$ cat config.mk
export PLATFORM = sky130hd
export DESIGN_NAME = range_poller
export DESIGN_NICKNAME = d
export VERILOG_FILES = /design/src/rtl/range_pkg.sv /design/src/rtl/range_poller_cycle_timer.sv /design/src/rtl/range_poller.sv
export SDC_FILE = /design/constraint.sdc
export NUM_CORES = 1
export LEC_CHECK = 0
export ABC_CLOCK_PERIOD_IN_PS = 2000
export BUFFER_PORTS_ARGS = -buffer_cell sky130_fd_sc_hd__clkbuf_2
export CAP_MARGIN = 20
export CORE_MARGIN = 5
export CORE_UTILIZATION = 49
export CTS_BUF_LIST = sky130_fd_sc_hd__clkbuf_4
export DETAILED_ROUTE_END_ITERATION = 8
export PLACE_DENSITY_LB_ADDON = 0.08
export SYNTH_ARGS = -nofsm -noshare
export SYNTH_HDL_FRONTEND = slang
export SYNTH_SLANG_ARGS = --single-unit
$ cat constraint.sdc
create_clock -name clk -period 2 [get_ports clk]
set_input_delay 0.2 -clock clk [delete_from_list [all_inputs] [get_ports clk]]
set_output_delay 0.2 -clock clk [all_outputs]
set_load 0.03 [all_outputs]
$ cat src/rtl/range_pkg.sv
// Shared definitions for the range poller: FSM state encoding, default
// sensor constants and small helpers used by the top level.
package range_pkg;

  // Poll sequencer states. The encoding is exported on the debug port.
  typedef enum logic [2:0] {
    IDLE    = 3'd0,
    WR_REQ  = 3'd1,
    WR_WAIT = 3'd2,
    GAP     = 3'd3,
    RD_REQ  = 3'd4,
    RD_WAIT = 3'd5,
    FAIL    = 3'd6
  } poll_state_t;

  // Default 7-bit I2C address of the ranging sensor.
  localparam logic [6:0] SENSOR_ADDR = 7'h29;

  // Default register pointer of the distance result.
  localparam logic [7:0] RESULT_REG = 8'h1E;

  // Byte counts requested from the I2C master.
  localparam logic [1:0] PTR_WRITE_BYTES = 2'd1;
  localparam logic [1:0] SAMPLE_READ_BYTES = 2'd2;

  // The sensor returns the sample MSB first.
  function automatic logic [15:0] be_sample(input logic [7:0] first,
                                            input logic [7:0] second);
    return {first, second};
  endfunction

  // True for the states in which a master completion is expected.
  function automatic logic is_wait_state(input poll_state_t s);
    return (s == WR_WAIT) || (s == RD_WAIT);
  endfunction

  // True for the states in which the timeout budget is being consumed.
  function automatic logic is_busy_state(input poll_state_t s);
    return (s == WR_REQ) || (s == WR_WAIT) || (s == RD_REQ) || (s == RD_WAIT);
  endfunction

endpackage

$ cat src/rtl/range_poller_cycle_timer.sv
// Loadable down-counter with a terminal-count flag. The count starts at
// CYCLES-1 and tc is high while the count sits at zero, so a timer that is
// loaded and then enabled every cycle flags tc on its CYCLES-th cycle.
module cycle_timer #(
  parameter int unsigned CYCLES = 2
) (
  input  logic clk,
  input  logic reset,
  input  logic load,
  input  logic en,
  output logic tc
);

  localparam int unsigned W = (CYCLES > 1) ? $clog2(CYCLES) : 1;
  localparam logic [W-1:0] RELOAD = W'(CYCLES - 1);

  logic [W-1:0] count;

  // Reload has priority; the count saturates at zero until reloaded.
  always_ff @(posedge clk) begin
    if (reset) begin
      count <= RELOAD;
    end else if (load) begin
      count <= RELOAD;
    end else if (en && (count != '0)) begin
      count <= count - 1'b1;
    end
  end

  // Terminal count is a pure decode of the current count.
  always_comb begin
    tc = (count == '0);
  end

endmodule

$ cat src/rtl/range_poller.sv
// Periodic I2C distance-sensor poller. Each poll period it writes the
// result-register pointer, then reads two bytes, and publishes the
// big-endian sample with a one-cycle strobe. Failed transactions are retried
// from the pointer write a bounded number of times before a fault is raised.
//
// Master handshake: i2c_start is a registered one-cycle request carrying
// i2c_rd_nwr / i2c_bytes_num / i2c_slave_addr / i2c_din, which stay stable
// until the next request. The master answers with a one-cycle i2c_done; its
// i2c_error and i2c_dout are only meaningful in that cycle. Only one request
// is ever outstanding, and a done outside the wait states is ignored.
module range_poller
  import range_pkg::*;
#(
  parameter logic [6:0]  SLAVE_ADDR     = SENSOR_ADDR,
  parameter logic [7:0]  RESULT_REG     = range_pkg::RESULT_REG,
  parameter int unsigned POLL_CYCLES    = 1_250_000,
  parameter int unsigned TIMEOUT_CYCLES = 200_000,
  parameter int unsigned MAX_RETRIES    = 3
) (
  input  logic        clk,
  input  logic        reset,
  input  logic        enable,
  output logic        i2c_start,
  output logic        i2c_rd_nwr,
  output logic [6:0]  i2c_slave_addr,
  output logic [7:0]  i2c_din [0:2],
  output logic [1:0]  i2c_bytes_num,
  input  logic [7:0]  i2c_dout [0:2],
  input  logic        i2c_done,
  input  logic        i2c_error,
  output logic [15:0] distance,
  output logic        distance_valid,
  output logic        sensor_fault,
  output logic [1:0]  retry_count,
  output poll_state_t state
);

  // retry_count is two bits wide, so the retry limit is held at that width.
  localparam logic [1:0] RETRY_LIMIT = 2'(MAX_RETRIES);

  logic period_load;
  logic period_en;
  logic period_tc;
  logic timeout_load;
  logic timeout_en;
  logic timeout_tc;
  logic poll_go;
  logic gap_to_read;
  logic unused_dout;

  // Only the first two read bytes carry the sample.
  assign unused_dout = ^i2c_dout[2];

  // Transaction parameters that never change.
  always_comb begin
    i2c_slave_addr = SLAVE_ADDR;
    i2c_din[0]     = RESULT_REG;
    i2c_din[1]     = 8'h00;
    i2c_din[2]     = 8'h00;
  end

  // Timer control: the period timer free-runs while enabled and wraps on
  // terminal count; the timeout timer restarts with every request and runs
  // from the request cycle through the wait.
  always_comb begin
    poll_go      = (state == IDLE) && enable && period_tc;
    period_en    = enable;
    period_load  = !enable || period_tc;
    timeout_load = poll_go || (state == GAP);
    timeout_en   = is_busy_state(state);
  end

  cycle_timer #(
    .CYCLES (POLL_CYCLES)
  ) u_period_timer (
    .clk   (clk),
    .reset (reset),
    .load  (period_load),
    .en    (period_en),
    .tc    (period_tc)
  );

  cycle_timer #(
    .CYCLES (TIMEOUT_CYCLES)
  ) u_timeout_timer (
    .clk   (clk),
    .reset (reset),
    .load  (timeout_load),
    .en    (timeout_en),
    .tc    (timeout_tc)
  );

  // Poll sequencer with registered master requests and result outputs.
  always_ff @(posedge clk) begin
    if (reset) begin
      state          <= IDLE;
      i2c_start      <= 1'b0;
      i2c_rd_nwr     <= 1'b0;
      i2c_bytes_num  <= 2'd0;
      distance       <= 16'h0000;
      distance_valid <= 1'b0;
      sensor_fault   <= 1'b0;
      retry_count    <= 2'd0;
      gap_to_read    <= 1'b0;
    end else begin
      i2c_start      <= 1'b0;
      distance_valid <= 1'b0;
      case (state)
        IDLE: begin
          if (poll_go) begin
            state         <= WR_REQ;
            i2c_start     <= 1'b1;
            i2c_rd_nwr    <= 1'b0;
            i2c_bytes_num <= PTR_WRITE_BYTES;
          end
        end
        WR_REQ: begin
          state <= WR_WAIT;
        end
        WR_WAIT: begin
          // A completion in the terminal-count cycle still counts.
          if (i2c_done) begin
            if (i2c_error) begin
              state <= FAIL;
            end else begin
              state       <= GAP;
              gap_to_read <= 1'b1;
            end
          end else if (timeout_tc) begin
            state <= FAIL;
          end
        end
        GAP: begin
          if (gap_to_read) begin
            state         <= RD_REQ;
            i2c_rd_nwr    <= 1'b1;
            i2c_bytes_num <= SAMPLE_READ_BYTES;
          end else begin
            state         <= WR_REQ;
            i2c_rd_nwr    <= 1'b0;
            i2c_bytes_num <= PTR_WRITE_BYTES;
          end
          i2c_start <= 1'b1;
        end
        RD_REQ: begin
          state <= RD_WAIT;
        end
        RD_WAIT: begin
          if (i2c_done) begin
            if (i2c_error) begin
              state <= FAIL;
            end else begin
              state          <= IDLE;
              distance       <= be_sample(i2c_dout[0], i2c_dout[1]);
              distance_valid <= 1'b1;
              sensor_fault   <= 1'b0;
              retry_count    <= 2'd0;
            end
          end else if (timeout_tc) begin
            state <= FAIL;
          end
        end
        FAIL: begin
          // A retry always restarts from the pointer write.
          if (retry_count < RETRY_LIMIT) begin
            state       <= GAP;
            retry_count <= retry_count + 2'd1;
            gap_to_read <= 1'b0;
          end else begin
            state        <= IDLE;
            sensor_fault <= 1'b1;
            retry_count  <= 2'd0;
          end
        end
        default: begin
          state <= IDLE;
        end
      endcase
    end
  end

endmodule

==> impl_metrics.json <==
{
  "synth-main-ff-cell": "dfxtp_1",
  "placed_area_sq_um": 3657,
  "area_delta_synth_final_pct": 21.11,
  "min_path_cells": 2,
  "ys_ff_latch": 66,
  "period_needed_ns": 1.935,
  "synthSimpleGateAreaFrac": 0.3015,
  "fin_crit_sh": 0.9673,
  "synth_edf_count": 0,
  "drtIter0Drc": 73,
  "ant_nets": 0,
  "start_kind": "flop",
  "gp_congestion": 0.8012,
  "io_buffers": 47,
  "vias_per_cell": 4.896,
  "die_x_um": 91.64,
  "grt_pass1_vias": 2635,
  "cts_buffers": 9,
  "syn_area_per_cell_sq_um": 8.504,
  "register_area_sq_um": 1324,
  "p_leak_nw": 1.597,
  "die_h_um": 91.64,
  "dpl.hpwl_um": 4876,
  "p_total_mw": 2.236,
  "synth-async-reset-ratio": 0,
  "rr_worst_depth": 7,
  "grt.total_usage": 0.1681,
  "hold_start": "reset",
  "endpoint_kind": "flop",
  "initial_core_util": 0.5085,
  "syn-cell-area_sq_um": 3266,
  "final_area_sq_um": 3955,
  "antenna_found_initial": 0,
  "crit_start": "u_timeout_timer.count[0]$_SDFFE_PP1P_",
  "wl_um": 6816,
  "synth.area.mux_share": 0,
  "netlist_instances": 384,
  "drv_cap": 0,
  "postLayoutCoreUtil": 0.6158,
  "outcome": "finished clean",
  "drive_above_1_share": 0.2521,
  "first_pass_iters": 5,
  "diodes": 0,
  "vias": 2727,
  "multi_input_area_sq_um": 1748,
  "cts.sink_count": 66,
  "yosys_warnings": 0,
  "tightest_slew_ns": 0.7473,
  "worstPathMaxFanout": 6,
  "root_buffer": "clkbuf_4",
  "rrSetupSlack_ns": 0.07,
  "finClkSkew_ns": 0.005954,
  "hold_path_end": "gap_to_read$_SDFFE_PP0P_",
  "critPathKind": "reg2reg",
  "synth_fa_ha_area_frac": 0.01916,
  "clk_latency_ns": 0.41,
  "rsz0062_at_grt": "true",
  "regToRegEndpoint": "u_timeout_timer.count[14]$_SDFFE_PP0P_",
  "fp.dieArea_sq_um": 8397,
  "clkTransAtPathRegs_ns": 0.11,
  "synth_top_family_by_area": "simple AND/OR/NAND/NOR gates",
  "synth_xor_xnor_area_share": 0.07241,
  "drc": 0,
  "ys_types": 50,
  "critPathRequiredTime_ns": 2.31,
  "worstPathArrival_ns": 2.24,
  "yosysSeqAreaShare": 0.4046,
  "synth_compound_area_frac": 0.1019,
  "htree_levels": 3,
  "cts_tree": "done",
  "min_path_type": "in2reg",
  "grt_pass1_wl_um": 11610,
  "finalNetCount": 509,
  "relSlewSlack": 0.5000,
  "wl_per_cell_um": 12.24,
  "grt-ovfl-total": 0,
  "fillCellCount": 578,
  "setup_viol": 0,
  "ir_worst_vdd_uv": 366.8,
  "rr_startpoint": "u_timeout_timer.count[0]$_SDFFE_PP1P_",
  "rows": 29,
  "grt_max_degree": 24,
  "drv_slew": 0,
  "hold_viol": 0,
  "cts_buffer_depth": 2,
  "p_per_area_nw_per_um2": 565.3,
  "fmax_mhz": 516.9,
  "core_area_sq_um": 6422,
  "ioPinCount": 87
}
==> cell families (layout without fill, tap and decap cells) <==
kind of cell / Yosys count / count (layout)
and+or+nand+nor: 183 / 183
DFF: 66 / 66
AOI/OAI and AO/OA: 51 / 51
buffers and inverters: 50 / 117
xor gates and xnor gates: 27 / 27
adders and majority gates: 5 / 5
other: 2 / 31
==> layout by cell type, fill, tap and decap left out, types with 8 or more instances in the layout <==
| master | netlist | final |
|---|---|---|
| dlygate4sd3_1 | 0 | 16 |
| xor2_1 | 8 | 8 |
| a21oi_1 | 30 | 30 |
| nor4_1 | 10 | 10 |
| clkbuf_2 | 0 | 47 |
| clkbuf_4 | 0 | 10 |
| nor3_1 | 19 | 17 |
| nand3_1 | 9 | 8 |
| nor2_1 | 30 | 30 |
| dfxtp_1 | 66 | 64 |
| conb_1 | 2 | 31 |
| nand2_1 | 64 | 64 |
| xnor2_1 | 19 | 19 |
| buf_4 | 33 | 31 |
==> flip-flops by register name, summed over array words and instances (netlist names) <==
| signal | cells |
|---|---|
| distance | 16 |
| distance_valid | 1 |
| gap_to_read | 1 |
| i2c_bytes_num | 2 |
| i2c_start | 1 |
| retry_count | 2 |
| sensor_fault | 1 |
| state | 3 |
| u_period_timer.count | 21 |
| u_timeout_timer.count | 18 |
==> layout make-up <==
| class | instances | share of cell area |
|---|---|---|
| flip-flops and latches | 66 | 0.3347 |
| inverters | 5 | 0.004745 |
| clock buffers | 10 | 0.01898 |
| repair buffers | 96 | 0.1667 |
| clock inverters | 6 | 0.008542 |
| well taps | 77 | 0.02436 |
| multi-input cells | 297 | 0.4420 |
==> per-stage QoR <==
stage | TNS, ns | hold slack (ns) | worst slack, ns | cells
final | 0 | 0.03122 | 0.06536 | 557
after global routing | -0.006217 | 0.01268 | -0.006217 | 557
after CTS | 0 | 0.01762 | 0.02460 | 556
after detailed placement | 0 | 0.4010 | 0.01280 | 524
after global placement | 0 | 0.3983 | 0.04089 | 524
after floorplan | 0 | 0.3360 | 0.01295 | 413
==> what timing repair did <==
action | in CTS | in global routing
endpoints found under the hold margin | 16 | 0
setup buffers | 0 | 1
hold buffers | 16 | 0
resized for setup | 0 | 8
setup endpoints to repair | 2 | 33
pin swaps | 1 | 4
==> cells in the mapped netlist (2+ instances only) <==
library cell / number / area (sq um)
dfxtp_1: 66 / 1321
nand2_1: 64 / 240.2
buf_4: 33 / 247.7
a21oi_1: 30 / 150.1
nor2_1: 30 / 112.6
nor3_1: 19 / 95.09
xnor2_1: 19 / 166.4
clkbuf_1: 10 / 37.54
nor4_1: 10 / 62.56
nand3_1: 9 / 45.04
xor2_1: 8 / 70.07
and2_1: 7 / 43.79
nand2b_1: 7 / 43.79
or3_1: 7 / 43.79
o21ai_0: 6 / 30.03
ha_1: 5 / 62.56
inv_1: 5 / 18.77
nor2b_1: 5 / 31.28
nand3_2: 3 / 30.03
or4_4: 3 / 33.78
conb_1: 2 / 7.510
nand4b_1: 2 / 17.52
nor4_4: 2 / 42.54
nor4b_1: 2 / 17.52
o211ai_2: 2 / 25.02
o21a_1: 2 / 15.01
or2_2: 2 / 12.51
or4_1: 2 / 15.01
==> worst max-delay path, cell delays in order (launching register included) <==
cell and delay (ns):
dfxtp_1 0.33, inv_1 0.08, ha_1 0.16, or4b_4 0.50
o311ai_4 0.37, nor4_1 0.10, xor2_1 0.15, and2_1 0.16
==> worst max path at each step <==
stage / to / slack [ns] / depth (start not counted)
3_3_place_gp: u_timeout_timer.count[7]$_SDFFE_PP0P_ / 0.04 / 8
2_1_floorplan: u_timeout_timer.count[7]$_SDFFE_PP0P_ / 0.01 / 7
3_5_place_dp: u_timeout_timer.count[7]$_SDFFE_PP0P_ / 0.01 / 8
6_report: u_timeout_timer.count[14]$_SDFFE_PP0P_ / 0.07 / 7
4_1_cts: u_timeout_timer.count[14]$_SDFFE_PP0P_ / 0.02 / 7
5_1_grt: u_timeout_timer.count[12]$_SDFFE_PP0P_ / -0.006 / 7
==> layer usage <==
layer	GRT usage	vias to the layer above	wire length, um	part of all wire
li1	-	1429	-	-
met5	0	-	0	0
met4	0.07915	0	118	0.017
met1	0.2137	1243	3233	0.47
met2	0.2751	45	3238	0.48
met3	0.03191	10	226	0.033
==> where the power goes <==
part,switching [mW],internal (mW),leakage (nW)
Combinational,0.120,0.0508,1.00
Sequential,0.00471,1.32,0.533
Clock,0.484,0.258,0.0596
Total,0.609,1.63,1.60
(Power assumes the default switching activity.)
